===== src/rtl/reg_write_arbiter.sv =====
// Round-robin write arbiter between core writeback and debug loader, with a bank-clear walker.
// Optional grant statistics are built when REG_WRITE_ARBITER_STATS_EN is defined.
//
// state | meaning
// IDLE  | arbitrate req0/req1, accept clear_start
// CLEAR | walk index 1..NrOfRegs-1 writing zero, one step per Tick
module reg_write_arbiter #(
  parameter int NrOfBits = 32,
  parameter int NrOfRegs = 32,
  parameter int AddrBits = 5
) (
  input  logic                Clock,
  input  logic                Reset,
  input  logic                Tick,
  input  logic                req0_valid,
  input  logic [AddrBits-1:0] req0_addr,
  input  logic [NrOfBits-1:0] req0_data,
  output logic                req0_ready,
  input  logic                req1_valid,
  input  logic [AddrBits-1:0] req1_addr,
  input  logic [NrOfBits-1:0] req1_data,
  output logic                req1_ready,
  input  logic                clear_start,
  output logic                clear_busy,
  output logic [NrOfRegs-1:0] wr_en,
  output logic [NrOfBits-1:0] wr_data,
  output logic [15:0]         grant_cnt0,
  output logic [15:0]         grant_cnt1
);

  typedef enum logic {IDLE = 1'b0, CLEAR = 1'b1} state_t;

  state_t              state;
  logic                prio;
  logic [AddrBits-1:0] clr_idx;
  logic                grant;
  logic                accept;
  logic [AddrBits-1:0] xfer_addr;
  logic [NrOfBits-1:0] xfer_data;

  // prio names the requester favoured when both are valid
  always_comb begin
    grant = req1_valid;
    if (req0_valid && req1_valid) grant = prio;
  end

  assign accept     = !Reset && (state == IDLE) && Tick && !clear_start;
  assign req0_ready = accept && req0_valid && !grant;
  assign req1_ready = accept && req1_valid && grant;
  assign clear_busy = (state == CLEAR);
  assign xfer_addr  = grant ? req1_addr : req0_addr;
  assign xfer_data  = grant ? req1_data : req0_data;

  always_ff @(posedge Clock or posedge Reset) begin
    if (Reset) begin
      state   <= IDLE;
      prio    <= 1'b0;
      clr_idx <= AddrBits'(1);
      wr_en   <= '0;
      wr_data <= '0;
    end else begin
      wr_en <= '0;
      if (Tick) begin
        case (state)
          IDLE: begin
            if (clear_start) begin
              state   <= CLEAR;
              clr_idx <= AddrBits'(1);
            end else if (req0_ready || req1_ready) begin
              prio    <= req0_ready;
              wr_data <= xfer_data;
              // register 0 is hardwired zero: accept but never enable it
              if (xfer_addr != '0) wr_en <= NrOfRegs'(1) << xfer_addr;
            end
          end
          CLEAR: begin
            wr_en   <= NrOfRegs'(1) << clr_idx;
            wr_data <= '0;
            if (clr_idx == AddrBits'(NrOfRegs - 1)) begin
              state   <= IDLE;
              clr_idx <= AddrBits'(1);
            end else begin
              clr_idx <= clr_idx + 1'b1;
            end
          end
          default: state <= IDLE;
        endcase
      end
    end
  end

`ifdef REG_WRITE_ARBITER_STATS_EN
  always_ff @(posedge Clock or posedge Reset) begin
    if (Reset) begin
      grant_cnt0 <= '0;
      grant_cnt1 <= '0;
    end else begin
      if (req0_ready && grant_cnt0 != 16'hFFFF) grant_cnt0 <= grant_cnt0 + 16'd1;
      if (req1_ready && grant_cnt1 != 16'hFFFF) grant_cnt1 <= grant_cnt1 + 16'd1;
    end
  end
`else
  assign grant_cnt0 = '0;
  assign grant_cnt1 = '0;
`endif

endmodule


===== config.mk =====
export PLATFORM = sky130hd
export DESIGN_NAME = reg_write_arbiter
export DESIGN_NICKNAME = d
export VERILOG_FILES = /design/src/rtl/reg_write_arbiter.sv
export SDC_FILE = /design/constraint.sdc
export NUM_CORES = 1
export LEC_CHECK = 0
export ABC_AREA = 1
export ABC_CLOCK_PERIOD_IN_PS = 2000
export BUFFER_PORTS_ARGS = -buffer_cell sky130_fd_sc_hd__buf_4
export CORE_MARGIN = 10
export CORE_UTILIZATION = 48
export CTS_BUF_LIST = sky130_fd_sc_hd__clkbuf_16
export DETAILED_ROUTE_END_ITERATION = 10
export PLACE_DENSITY = 0.81
export SETUP_SLACK_MARGIN = 0.05
export SLEW_MARGIN = 20
export SYNTH_ARGS = -nofsm -noshare
export SYNTH_HDL_FRONTEND = slang
export SYNTH_SLANG_ARGS = --single-unit

===== constraint.sdc =====
create_clock -name Clock -period 2 [get_ports Clock]
set_input_delay 0.1 -clock Clock [delete_from_list [all_inputs] [get_ports Clock]]
set_output_delay 0.1 -clock Clock [all_outputs]
set_load 0.02 [all_outputs]

==> results by group, run 1 <==
Run status
  • Status: complete, no violations

Power and ir drop
  • Leak: 2.73 nW
  • Pwr/cell area: 873 mW/mm^2
  • Peak VDD IR: 0.000476 V

Drt
  • Post-DR wirelength/cell: 16.9 um
  • Via Count: 3825
  • Routed Antenna Nets: 0
  • Pre-Repair DR Iteration Count: 5
  • Drt drc: 0
  • Post-DR vias/cell: 5.13
  • Total Wirelength: 12600 um
  • 1st-iter DRT viols: 479

Worst setup path
  • CP max FO: 33
  • Worst R2R End: wr_en[11]$_DFF_PP0_
  • Startpoint class of the critical path: register
  • Worst path slowest cell: dfrtp_1
  • CP top delay family: buffers and inverters
  • Critical Path Max Stage Delay: 370 ps
  • FF-to-FF path depth: 7
  • Most common cell on crit path: buf_4
  • Setup CP Type: register to primary output
  • Buf/Inv on CP: 4
  • Crit path DAT: 1710 ps
  • R2r setup slk: 240 ps
  • CP Capture Type: primary output
  • R2R Path Start: prio$_DFFE_PP0P_
  • Worst endpoint required time: 1900 ps
  • Worst path cell trace: inv_1 -> nand2_2 -> nand2_4 -> inv_2 -> buf_4 -> nor2_1 -> buf_4

Layout
  • Layout area overhead: 32.3%
  • Most common cell after layout, fill and taps aside: buf_4
  • Layout cells sized above 1: 36.7%
  • Total of fill cells in the finished design: 687
  • # nets final: 723
  • Ant diodes: 0
  • Most frequent cells in the layout: 153 x buf_4, 102 x nor2_1, 70 x dfrtp_1, 47 x nand3_1, 42 x o21ai_0

Synth
  • Yosys reg bits: 71
  • EDFF count, synth: 0
  • Post-synthesis cell area: 0.00414 sq mm
  • Synth warn: 0
  • Mapped Cells: 496
  • Unique masters post-synth: 33
  • Seq/Total Area, Yosys: 43.0%
  • Async set or reset register ratio after synthesis: 100%
  • Avg Cell Area, Syn: 8.34 sq um
  • Post-synth top flop: dfrtp_1

STA
  • Unrepaired setup endpoints after global routing: no
  • Hold Vio Cnt, Final: 0
  • Fin Setup TNS: 0 ps
  • Fin crit period: 1810 ps
  • Worst Skew: 6.74 ps
  • Max-slew violation count: 0
  • Hold WS: 77.5 ps
  • # setup viols final: 0
  • Final Cycle Share: 90.7%
  • Max Clk Rate: 551 MHz

Job
  • Maxcap violations: 0

Clock tree
  • Clock Pin Slew Worst Setup and Hold Paths: 60 ps
  • Hold_buf cts: 1
  • Clk sinks: 71
  • Num CTS Buffers: 9
  • Postcts setup bufs: 0
  • Clock Tree Buf Depth: 2
  • H-tree depth: 3
  • Root buffer cell: clkbuf_16
  • TritonCTS clock tree: built
  • Cts repair resizes: 0
  • Later-pin clock latency in the skew report: 330 ps

Global route
  • Tot GR Track Use: 19.0%
  • Gr ovfl total: 0
  • First-pass GRT wire length: 19800 um
  • Largest net degree at the start of global routing: 46
  • Antenna violations before repair: 0
  • Vias in the first global route: 3773

Floorplanning
  • Starting Density: 49.9%
  • Die area: 0.0127 sq mm
  • Chip height: 113 um
  • # IOs: 179
  • Core area: 0.00830 sq mm
  • Rows: 33
  • Die X: 113 um

Hold path
  • Hold crit path type: input port to register
  • Hold path start: req1_data[29]
  • Hold Path Depth: 3
  • Hold EP: wr_data[29]$_DFFE_PP0P_

Placed design
  • Port buffer count: 146
  • DPL Wire Length: 9810 um
  • GP Congestion: 0.937
==> worst max path at each step <==
stage	cells after the start	startpoint	end	slack [ps]
6_report	7	prio$_DFFE_PP0P_	req0_ready	190
5_1_grt	7	prio$_DFFE_PP0P_	req0_ready	70
4_1_cts	7	prio$_DFFE_PP0P_	req0_ready	170
3_5_place_dp	7	prio$_DFFE_PP0P_	wr_en[11]$_DFF_PP0_	260
3_3_place_gp	7	prio$_DFFE_PP0P_	wr_en[11]$_DFF_PP0_	290
2_1_floorplan	1	Reset	clear_busy$_DFFE_PP0P_	110
==> synthesized netlist by cell type (3+ instances only) <==
cell type | number | share of area, %
clkbuf_1 | 7 | 0.63
inv_2 | 5 | 0.45
buf_1 | 4 | 0.36
nor2_4 | 3 | 0.82
inv_1 | 24 | 2.2
o21ai_0 | 42 | 5.1
nand2_2 | 5 | 0.76
nand2_1 | 38 | 3.4
nand3_1 | 47 | 5.7
a21oi_1 | 21 | 2.5
o31ai_1 | 4 | 0.73
buf_4 | 36 | 6.5
nor2_2 | 6 | 0.91
buf_6 | 8 | 2.2
nand2_4 | 11 | 3.0
nor3_1 | 8 | 0.97
ha_1 | 7 | 2.1
nor2_1 | 102 | 9.3
a21oi_2 | 29 | 6.1
nand4_1 | 5 | 0.76
dfrtp_1 | 70 | 42
==> state kept, by name, summed over array words and instances, names as in the netlist <==
signal	cells
wr_data	32
wr_en	32
clr_idx	5
clear_busy	1
prio	1
==> tightest hold or removal path, stage by stage <==
cell and delay, ps:
buf_4 70, o21ai_0 70, a21oi_1 120
==> power breakdown <==
group	total (mW)	switching [mW]	leakage (nW)	internal (mW)
Combinational	1.33	0.856	1.65	0.475
Clock	1.70	0.605	0.156	1.09
Sequential	1.75	0.156	0.927	1.59
==> routing by layer <==
layer / GRT usage, % / vias up / share of wire, %
met5: 0 / - / 0
met2: 31.8 / 189 / 49
li1: - / 1842 / -
met4: 5.84 / 0 / 1.6
met1: 23.3 / 1770 / 42
met3: 5.44 / 24 / 7.8
==> cell families after synthesis <==
| group | synth area share (%) |
|---|---|
| flops | 43.0 |
| fa+ha+maj | 2.12 |
| compound gates | 15.1 |
| simple gates | 26.3 |
| buf+inv | 13.4 |
| other cells | 0.0906 |
==> per-stage QoR <==
stage / setup slack [ps] / util, % / cell area [sq um] / total power [mW] / cells
after floorplan: 105 / - / 4260 / 2.63 / 527
after global placement: 289 / 62.0 / 5140 / 3.05 / 729
after detailed placement: 264 / 62.0 / 5140 / 3.09 / 729
after CTS: 170 / 66.0 / 5470 / 4.79 / 746
after global routing: 71.8 / 66.0 / 5470 / 5.04 / 746
final: 186 / 66.0 / 5470 / 4.78 / 746
==> final cells by class <==
cell class | count | area, sq um | share of cell area, %
Multi-Input combinational cell | 366 | 1920 | 35.2
Sequential cell | 71 | 1780 | 32.5
Timing Repair Buffer | 156 | 1200 | 21.9
Clock buffer | 9 | 225 | 4.11
Tap cell | 105 | 131 | 2.40
Inverter | 32 | 121 | 2.22
Clock inverter | 7 | 95.1 | 1.74
No activity file was read; power rests on OpenSTA's default activity.
==> run 2: changes to the inputs <==
==> constraint.sdc (replaced) <==
create_clock -name Clock -period 2 [get_ports Clock]
set_input_delay 0.6 -clock Clock [delete_from_list [all_inputs] [get_ports Clock]]
set_output_delay 0.6 -clock Clock [all_outputs]
set_load 0.02 [all_outputs]
==> run 2 against run 1 <==
Net effect: clock skew down 0.99 ps; fmax is 5.8% lower; sequential share of layout area decreased by 1.0 points; global-route usage is 0.054 points lower; clock power rose by 8%; largest cell class unchanged; largest power group is now the clock network.
==> results by group, run 2 (synthesis gave the netlist of run 1 again) <==
Hold path
  • Hold crit path type: input port to asynchronous set/reset pin

STA
  • Hold Vio Cnt, Final: 0 (unchanged)
  • Final Cycle Share: 96.3% (+5.6 points)
  • Rel. slew slack: 66.2%
  • Worst Skew: 5.75 ps (-0.988 ps)
  • Max Clk Rate: 519 MHz (-5.8%)
  • Unrepaired setup endpoints after global routing: yes
  • Fin Setup TNS: 0 ps (unchanged)
  • # setup viols final: 0 (unchanged)
  • Fin crit period: 1930 ps (+111 ps)
  • Slew @ Worst Pin: 506 ps
  • Max-slew violation count: 0 (unchanged)

Run status
  • Status: complete, no violations

Worst setup path
  • Most common cell on crit path: nor2_4
  • CP top delay family: simple AND/OR/NAND/NOR gates
  • Worst path cell trace: buf_4 -> nor2_4 -> nand2_2 -> nor2_4 -> inv_2 -> nor2_2 -> buf_6
  • R2R Path Start: clear_busy$_DFFE_PP0P_
  • Buf/Inv on CP: 3 (-1)
  • Setup CP Type: input port to primary output
  • Worst path slowest cell: nor2_4
  • Startpoint class of the critical path: input port
  • Launch point of the worst path: clear_start
  • Crit path DAT: 1330 ps (-380 ps)
  • Critical Path Max Stage Delay: 130 ps (-240 ps)
  • Worst endpoint required time: 1400 ps (-500 ps)
  • CP max FO: 2 (-94%)
  • CP Capture Type: primary output

Layout
  • Layout cells sized above 1: 38.7% (+2.0 points)
  • Final cell count without fillers: 757 (+1.5%)
  • Most common cell after layout, fill and taps aside: buf_4
  • Ant diodes: 0 (unchanged)
  • Finished Cell Area: 0.00566 sq mm (+3.3%)
  • Layout area overhead: 36.7%
  • Biggest regs: wr_data (32), wr_en (32), clr_idx (5)
  • # nets final: 734 (+1.5%)
  • Most frequent cells in the layout: 161 x buf_4, 98 x nor2_1, 70 x dfrtp_1, 47 x nand3_1, 42 x o21ai_0

Global route
  • Tot GR Track Use: 19.0% (-0.054 points)
  • Largest net degree at the start of global routing: 40 (-13%)
  • First-pass GRT wire length: 20000 um (+0.77%)
  • Antenna violations before repair: 0 (unchanged)
  • Gr ovfl total: 0 (unchanged)
  • Vias in the first global route: 3953 (+4.8%)

Placed design
  • Placed Cells incl. Taps: 739 (+1.4%)
  • Port buffer count: 146 (unchanged)
  • Area after DPL: 0.00525 sq mm (+2.1%)
  • DPL Wire Length: 9520 um (-2.9%)
  • GP Congestion: 0.909 (-3.1%)

Power and ir drop
  • Peak VDD IR: 0.000477 V (about the same)
  • Reg power frac: 33.9% (-2.7 points)
  • Sw power: 1.66 mW (+2.7%)
  • Leak: 2.81 nW (+2.6%)
  • P_int: 3.34 mW (+5.6%)
  • Pwr/cell area: 884 mW/mm^2 (+1.2%)
  • Sw frac: 33.2% (-0.61 points)
  • Combinational share of power: 29.4% (+1.5 points)
  • Clk pwr share: 36.7% (+1.2 points)
  • Overall power: 5.00 mW (+4.6%)

Drt
  • Drt drc: 0 (unchanged)
  • 1st-iter DRT viols: 257 (-46%)
  • Post-DR vias/cell: 5.14 (+0.30%)
  • Via Count: 3893 (+1.8%)
  • Pre-Repair DR Iteration Count: 5 (unchanged)
  • Total Wirelength: 12400 um (-1.2%)
  • Routed Antenna Nets: 0 (unchanged)
  • Post-DR wirelength/cell: 16.4 um (-2.6%)

Clock tree
  • H-tree depth: 3 (unchanged)
  • Clock Tree Buf Depth: 2 (unchanged)
  • Root buffer cell: clkbuf_16
  • Later-pin clock latency in the skew report: 330 ps (about the same)
  • TritonCTS clock tree: built
  • Clk sinks: 71 (unchanged)
  • Num CTS Buffers: 9 (unchanged)
  • Clock Pin Slew Worst Setup and Hold Paths: 60 ps (about the same)
  • Hold_buf cts: 0 (-1)

Job
  • Maxcap violations: 0 (unchanged)

Floorplanning
  • Starting Density: 49.9% (unchanged)
  • Die X: 113 um (unchanged)
  • Die area: 0.0127 sq mm (unchanged)
  • # IOs: 179 (unchanged)
  • Core area: 0.00830 sq mm (unchanged)
  • Chip height: 113 um (unchanged)
  • Rows: 33 (unchanged)
-- run 2: cell count changes in the layout (fill, tap and decap cells not counted), sizes merged --
cell,change
buf,+12
bufinv,+1
dlygate4sd3,-1
inv,-1
-- run 2: path summary, 6_finish.rpt --
check	to	slack (ps)	cells after the start
max	req0_ready	70	7
min	wr_data[1]$_DFFE_PP0P_	210	2
max reg2reg	wr_en[12]$_DFF_PP0_	170	5
min reg2reg	wr_data[19]$_DFFE_PP0P_	520	2
max in group asynchronous	clr_idx[0]$_DFFE_PP1P_	1270	3
min in group Clock	wr_data[19]$_DFFE_PP0P_	520	2
-- run 2: worst register-to-register path, stage by stage (launching register included) --
cell	delay [ps]
dfrtp_1	360
buf_4	360
nand2_1	220
inv_1	160
nand2_1	220
o31ai_1	390
-- run 2: repair_timing --
item / 4_1_cts / 5_1_grt
resized for setup: 3 / 9
buffers inserted: 0 / 2
pin swaps: 0 / 4
setup endpoints to repair: 2 / 2
-- run 2: power groups by stage --
stage	Clock [mW]	Combinational (mW)	Sequential [mW]
2_1_floorplan	0	0.792	1.84
3_5_place_dp	0	1.44	1.72
5_1_grt	1.93	1.60	1.71
3_3_place_gp	0	1.41	1.71
6_report	1.83	1.47	1.69
4_1_cts	1.86	1.44	1.69
-- run 2: final cells by class --
cell class                 instances  area [sq um]
clock inverter                     7           120
timing repair buffer             167          1310
clock buffer                       9           225
multi-input combinational        366          1970
sequential                        71          1780
tap                              105           131
fill                             665          2640
inverter                          32           125
-- run 2: through the flow --
stage / worst slack [ps] / util [%] / hold slack, ps
5_1_grt: 15.8 / 68.2 / 219
3_5_place_dp: 26.5 / 63.3 / 506
2_1_floorplan: 119 / - / 468
6_report: 74.3 / 68.2 / 214
4_1_cts: 32.6 / 67.6 / 208
3_3_place_gp: 32.0 / 63.3 / 501
-- run 2: routing by layer --
metal	track usage, %	up-vias	part of all wire, %
met5	0	-	0
met4	4.65	0	1.3
met3	4.91	15	8.5
met2	33.1	217	50
met1	22.8	1803	40
li1	-	1858	-
